### src/rtl/io_pkg.sv
// Shared definitions for the board I/O peripherals (IN switch reader and
// 7-segment output block).
package io_pkg;

  typedef enum logic [1:0] {
    IDLE         = 2'd0,
    WAIT_PRESS   = 2'd1,
    WAIT_RELEASE = 2'd2,
    DONE         = 2'd3
  } input_state_t;

  localparam int DATA_WIDTH              = 32;
  localparam int SW_WIDTH_DEFAULT        = 10;
  localparam int DEBOUNCE_CYCLES_DEFAULT = 500000;

  // 7-segment display: four digits, segments ordered gfedcba, active-low.
  localparam int         SEG_DIGITS = 4;
  localparam int         SEG_WIDTH  = 7;
  localparam logic [6:0] SEG_BLANK  = 7'h7F;
  localparam logic [6:0] SEG_MINUS  = 7'h3F;

  function automatic logic [6:0] hex_to_seg(input logic [3:0] nib);
    logic [6:0] seg;
    case (nib)
      4'h0: seg = 7'h40;
      4'h1: seg = 7'h79;
      4'h2: seg = 7'h24;
      4'h3: seg = 7'h30;
      4'h4: seg = 7'h19;
      4'h5: seg = 7'h12;
      4'h6: seg = 7'h02;
      4'h7: seg = 7'h78;
      4'h8: seg = 7'h00;
      4'h9: seg = 7'h10;
      4'hA: seg = 7'h08;
      4'hB: seg = 7'h03;
      4'hC: seg = 7'h46;
      4'hD: seg = 7'h21;
      4'hE: seg = 7'h06;
      default: seg = 7'h0E;
    endcase
    return seg;
  endfunction

endpackage

### src/rtl/input_mod_debounce.sv
// Pushbutton conditioner: 2-flop synchronizer, consecutive-mismatch debounce
// counter, and registered one-cycle press (1->0) / release (0->1) pulses.
module debounce
  import io_pkg::*;
#(
  parameter int DEBOUNCE_CYCLES = DEBOUNCE_CYCLES_DEFAULT
) (
  input  logic clk,
  input  logic reset,
  input  logic btn_n_i,
  output logic press_o,
  output logic release_o
);

  localparam int CNT_W = $clog2(DEBOUNCE_CYCLES + 1);

  logic             meta_q;
  logic             sync_q;
  logic             level_q, level_d;
  logic             level_prev_q;
  logic [CNT_W-1:0] cnt_q, cnt_d;
  logic             press_q;
  logic             release_q;

  // A flip needs DEBOUNCE_CYCLES+1 consecutive mismatching samples; any match restarts.
  always_comb begin
    level_d = level_q;
    cnt_d   = '0;
    if (sync_q != level_q) begin
      if (cnt_q == CNT_W'(DEBOUNCE_CYCLES)) begin
        level_d = sync_q;
      end else begin
        cnt_d = cnt_q + 1'b1;
      end
    end
  end

  always_ff @(posedge clk or negedge reset) begin
    if (!reset) begin
      meta_q       <= 1'b1;
      sync_q       <= 1'b1;
      level_q      <= 1'b1;
      level_prev_q <= 1'b1;
      cnt_q        <= '0;
      press_q      <= 1'b0;
      release_q    <= 1'b0;
    end else begin
      meta_q       <= btn_n_i;
      sync_q       <= meta_q;
      level_q      <= level_d;
      level_prev_q <= level_q;
      cnt_q        <= cnt_d;
      press_q      <= level_prev_q & ~level_q;
      release_q    <= ~level_prev_q & level_q;
    end
  end

  assign press_o   = press_q;
  assign release_o = release_q;

endmodule

### src/rtl/input_mod.sv
// IN-instruction input peripheral: stalls the core until one debounced
// press/release of the confirm button, capturing the slide switches on press.
module input_mod
  import io_pkg::*;
#(
  parameter int SW_WIDTH        = SW_WIDTH_DEFAULT,
  parameter int DEBOUNCE_CYCLES = DEBOUNCE_CYCLES_DEFAULT
) (
  input  logic                  clk,
  input  logic                  reset,
  input  logic                  read,
  input  logic [SW_WIDTH-1:0]   switches,
  input  logic                  confirm_n,
  output logic [DATA_WIDTH-1:0] out,
  output logic                  stall,
  output logic                  valid
);

  logic [SW_WIDTH-1:0]   sw_meta_q;
  logic [SW_WIDTH-1:0]   sw_sync_q;
  logic                  press;
  logic                  release_p;
  input_state_t          state_q, state_d;
  logic [DATA_WIDTH-1:0] out_q, out_d;

  always_ff @(posedge clk or negedge reset) begin
    if (!reset) begin
      sw_meta_q <= '0;
      sw_sync_q <= '0;
    end else begin
      sw_meta_q <= switches;
      sw_sync_q <= sw_meta_q;
    end
  end

  debounce #(
    .DEBOUNCE_CYCLES(DEBOUNCE_CYCLES)
  ) u_confirm (
    .clk       (clk),
    .reset     (reset),
    .btn_n_i   (confirm_n),
    .press_o   (press),
    .release_o (release_p)
  );

  // While waiting for the press the stall follows read, so a squashed IN
  // releases the pipeline in the same cycle it drops read.
  always_comb begin
    state_d = state_q;
    out_d   = out_q;
    stall   = 1'b0;
    valid   = 1'b0;
    case (state_q)
      IDLE: begin
        stall = read;
        if (read) begin
          state_d = WAIT_PRESS;
        end
      end
      WAIT_PRESS: begin
        stall = read;
        if (!read) begin
          state_d = IDLE;
        end else if (press) begin
          out_d   = DATA_WIDTH'(sw_sync_q);
          state_d = WAIT_RELEASE;
        end
      end
      WAIT_RELEASE: begin
        stall = 1'b1;
        if (release_p) begin
          state_d = DONE;
        end
      end
      DONE: begin
        valid   = 1'b1;
        state_d = IDLE;
      end
      default: state_d = IDLE;
    endcase
  end

  always_ff @(posedge clk or negedge reset) begin
    if (!reset) begin
      state_q <= IDLE;
      out_q   <= '0;
    end else begin
      state_q <= state_d;
      out_q   <= out_d;
    end
  end

  assign out = out_q;

endmodule
### config.mk
export PLATFORM = sky130hd
export DESIGN_NAME = input_mod
export DESIGN_NICKNAME = d
export VERILOG_FILES = /design/src/rtl/io_pkg.sv /design/src/rtl/input_mod_debounce.sv /design/src/rtl/input_mod.sv
export SDC_FILE = /design/constraint.sdc
export NUM_CORES = 1
export LEC_CHECK = 0
export BUFFER_PORTS_ARGS = -buffer_cell sky130_fd_sc_hd__buf_4
export CAP_MARGIN = 5
export CORE_ASPECT_RATIO = 0.7
export CORE_UTILIZATION = 49
export CTS_CLUSTER_SIZE = 28
export DETAILED_ROUTE_END_ITERATION = 8
export HOLD_SLACK_MARGIN = 0.02
export PLACE_DENSITY_LB_ADDON = 0.25
export SLEW_MARGIN = 20
export SYNTH_ARGS = -nofsm -noshare
export SYNTH_HDL_FRONTEND = slang
export SYNTH_HIERARCHICAL = 1
export SYNTH_SLANG_ARGS = --single-unit
### constraint.sdc
create_clock -name clk -period 1.66 [get_ports clk]
set_input_delay 0.083 -clock clk [delete_from_list [all_inputs] [get_ports clk]]
set_output_delay 0.083 -clock clk [all_outputs]
set_load 0.02 [all_outputs]
==> results.toml <==
[run_status]
status = "finished, final reports clean"

[timing]
finClkSkew_ns = 0.00606
fin_crit_ns = 1.64
maxSlewViolCount = 0
fmax_mhz = 609
setup_viol_count_final = 0
grt_setup_unrepaired = "yes"
whs_ns = 0.0847
slew_headroom = 0.545
fin_crit_sh = 0.989
worst_pin_slew_ns = 0.683
finalHoldViolations = 0
layout_setup_ws_ns = 0.0181

[critical_path]
crit_path_max_fanout = 5
cp-end-kind = "register"
worstPathRequired_ns = 1.92
path_cells = "ha_4 -> nand4_2 -> nor2_2 -> or4b_1 -> a21oi_1"
cp_data_arrival_time_ns = 1.90
slowest_stage = "or4b_1"
worstSetupPathType = "register to register"
worst_setup_path_start_kind = "register"
slowest_delay_ns = 0.46

[synth]
syn_area_sq_um = 2400
synth-seq-cells = 57
async_reset_ff_frac = 1.00
synth_edf_count = 0
syn_inst = 186
synth_seq_area_share = 0.597
ys.flop_type = "dfrtp_1"
synth_top_cell_area_share = 0.554
yosysUniqueCellTypes = 38
synth-warning-count = 6
synth.avg_cell_area_sq_um = 12.9
yosys-top-cells-area = "dfrtp_1, buf_4, mux2_4"
synth.largest_area_cell = "dfrtp_1"

[worst_hold_path]
hold_class = "input port to register"

[clock_network]
clockBufferDepth = 2
cts_buffers = 9
root_buffer = "clkbuf_8"
clkTransAtPathRegs_ns = 0.06
cts.sinks = 57
clk_latency_ns = 0.33
cts_tree = "done"
htreeDepth = 3

[placement]
portBuffers = 25
place_congestion = 0.824
place_hpwl_um = 2510
place_ws_ns = -0.0359

[route]
drtAntennaViolNets = 0
routed_wl_um = 4050
first_iter_violations = 80
route.detailed.drc = 0
dr.pass1.iters = 4
viasPerCell = 4.83
dr_total_vias = 1450
avgRoutedWirePerCell_um = 13.5

[cells_and_area]
syn2layout_area_growth_pct = 25.5
final_nets = 256
multiInputGateArea_sq_um = 856
n_antenna_cell = 0
drive_above_1_share = 0.310
register_area_sq_um = 1430
final_util = 0.668
fillCellCount = 320

[pwr]
powerDensity_nw_per_um2 = 1060
finalPower_mw = 3.18
leakage_nw = 1.42
irDropWorstVdd_uv = 859

[run]
maxCapViolCount = 0

[global_routing]
grtUsageTotal = 0.182
grt_max_degree = 58
grt_antenna_before_repair = 0
grt_pass1_wl_um = 6740
grt_pass1_vias = 1410
grt-ovfl-total = 0

[floorplan]
io_pins = 48
core.rowCount = 20
core_sq_um = 4500
die_area_sq_um = 5180
fp.dieW_um = 85.6
start_util = 0.532
fp.dieH_um = 60.5
cell type report:
cell class | count | share of cell area
sequential | 57 | 0.477
multi-input combinational | 119 | 0.285
timing repair buffer | 47 | 0.127
clock buffer | 11 | 0.0470
clock inverter | 5 | 0.0341
tap | 55 | 0.0229
inverter | 6 | 0.00749
worst paths after layout:
kind	cells past startpoint	to	slack [ns]	startpoint
min	3	state_q[0]	0.08	read
min reg2reg	0	sw_sync_q[9]	0.34	sw_meta_q[9]
min in group asynchronous	2	sw_meta_q[7]	0.36	reset
max in group asynchronous	2	u_confirm/cnt_q[1]	0.81	reset
max reg2reg	5	u_confirm/cnt_q[18]	0.02	u_confirm/cnt_q[0]
max	5	u_confirm/cnt_q[18]	0.02	u_confirm/cnt_q[0]
layout by cell type, fill, tap and decap left out, types with 2 or more instances in the layout:
cell type | netlist | layout
inv_1 | 6 | 6
nor4_1 | 4 | 4
xnor2_1 | 12 | 12
conb_1 | 1 | 22
nor2_2 | 0 | 2
bufinv_16 | 0 | 3
nor2_1 | 20 | 18
xor2_1 | 4 | 4
dlygate4sd3_1 | 0 | 12
nor2b_1 | 2 | 2
dfrtp_2 | 0 | 2
nand2b_1 | 2 | 2
nor4b_1 | 3 | 2
dfstp_2 | 4 | 4
nand4_1 | 4 | 4
nand4_2 | 2 | 2
dfrtp_1 | 53 | 51
mux2i_1 | 2 | 2
nand2_1 | 6 | 6
mux2_4 | 9 | 9
nor3_1 | 4 | 4
nand3_1 | 5 | 5
buf_4 | 23 | 35
clkbuf_8 | 0 | 10
per-layer routing:
layer  up-vias  global-route usage  wire length [um]
li1        691                   -                 -
met1       689               0.224              1800
met2        62               0.286              1920
met3         8              0.0653               261
met4         0               0.107                70
met5         -                   0                 0
Yosys cell counts (all sizes together), types with 2 or more instances:
master  number
nor4         5
nand3        6
buf         25
mux2i        2
nor4b        3
nor2        20
mux2        11
ha           2
nor2b        2
nor3         4
dfrtp       53
nand2        6
dfstp        4
inv          6
xor2         4
xnor2       12
nand4        6
nand4b       2
nand2b       2
sequential cells by signal, indices dropped and copies added (netlist names), named ones only:
name	count
u_confirm/meta_q	1
sw_meta_q	10
u_confirm/cnt_q	19
out	10
u_confirm/level_prev_q	1
u_confirm/release_o	1
u_confirm/press_o	1
u_confirm/level_q	1
state_q	1
sw_sync_q	10
u_confirm/sync_q	1
worst max-delay path: cells and delay by family, from the launching register on:
kind | cells | cell delay [ns]
flip-flops | 1 | 0.41
AND/OR/NAND/NOR | 3 | 0.81
AO/OA/AOI/OAI | 1 | 0.17
adder cells (fa/ha/maj) | 1 | 0.17
power breakdown:
group / total, mW / internal, mW / switching [mW] / leakage [nW]
Clock: 1.56 / 1.04 / 0.529 / 0.120
Combinational: 0.171 / 0.0672 / 0.104 / 0.575
Sequential: 1.45 / 1.43 / 0.0209 / 0.728
repair_timing:
item                                    in CTS  in global routing
endpoints found under the setup margin       2                 17
hold buffers                                12                  0
hold endpoints to repair                    64                  0
setup buffers                                4                  1
gates resized for setup                      2                  5
pin swaps                                    0                  1
cells by family after synthesis:
logic type,Yosys count,synth area share
buffers and inverters,31,0.0882
muxes,13,0.0742
AOI/OAI and AO/OA,5,0.0151
xor gates and xnor gates,16,0.0585
and+or+nand+nor,61,0.155
other,1,0.00157
DFF,57,0.597
adders and majority gates,2,0.0104
through the flow:
| stage | std cells | cell area [sq um] | setup TNS [ns] |
|---|---|---|---|
| 4_1_cts | 299 | 2980 | 0 |
| 3_5_place_dp | 267 | 2580 | -0.0359 |
| 2_1_floorplan | 207 | 2470 | 0 |
| 5_1_grt | 300 | 3010 | -0.0467 |
| 6_report | 300 | 3010 | 0 |
| 3_3_place_gp | 267 | 2580 | 0 |
(Power assumes the default switching activity.)
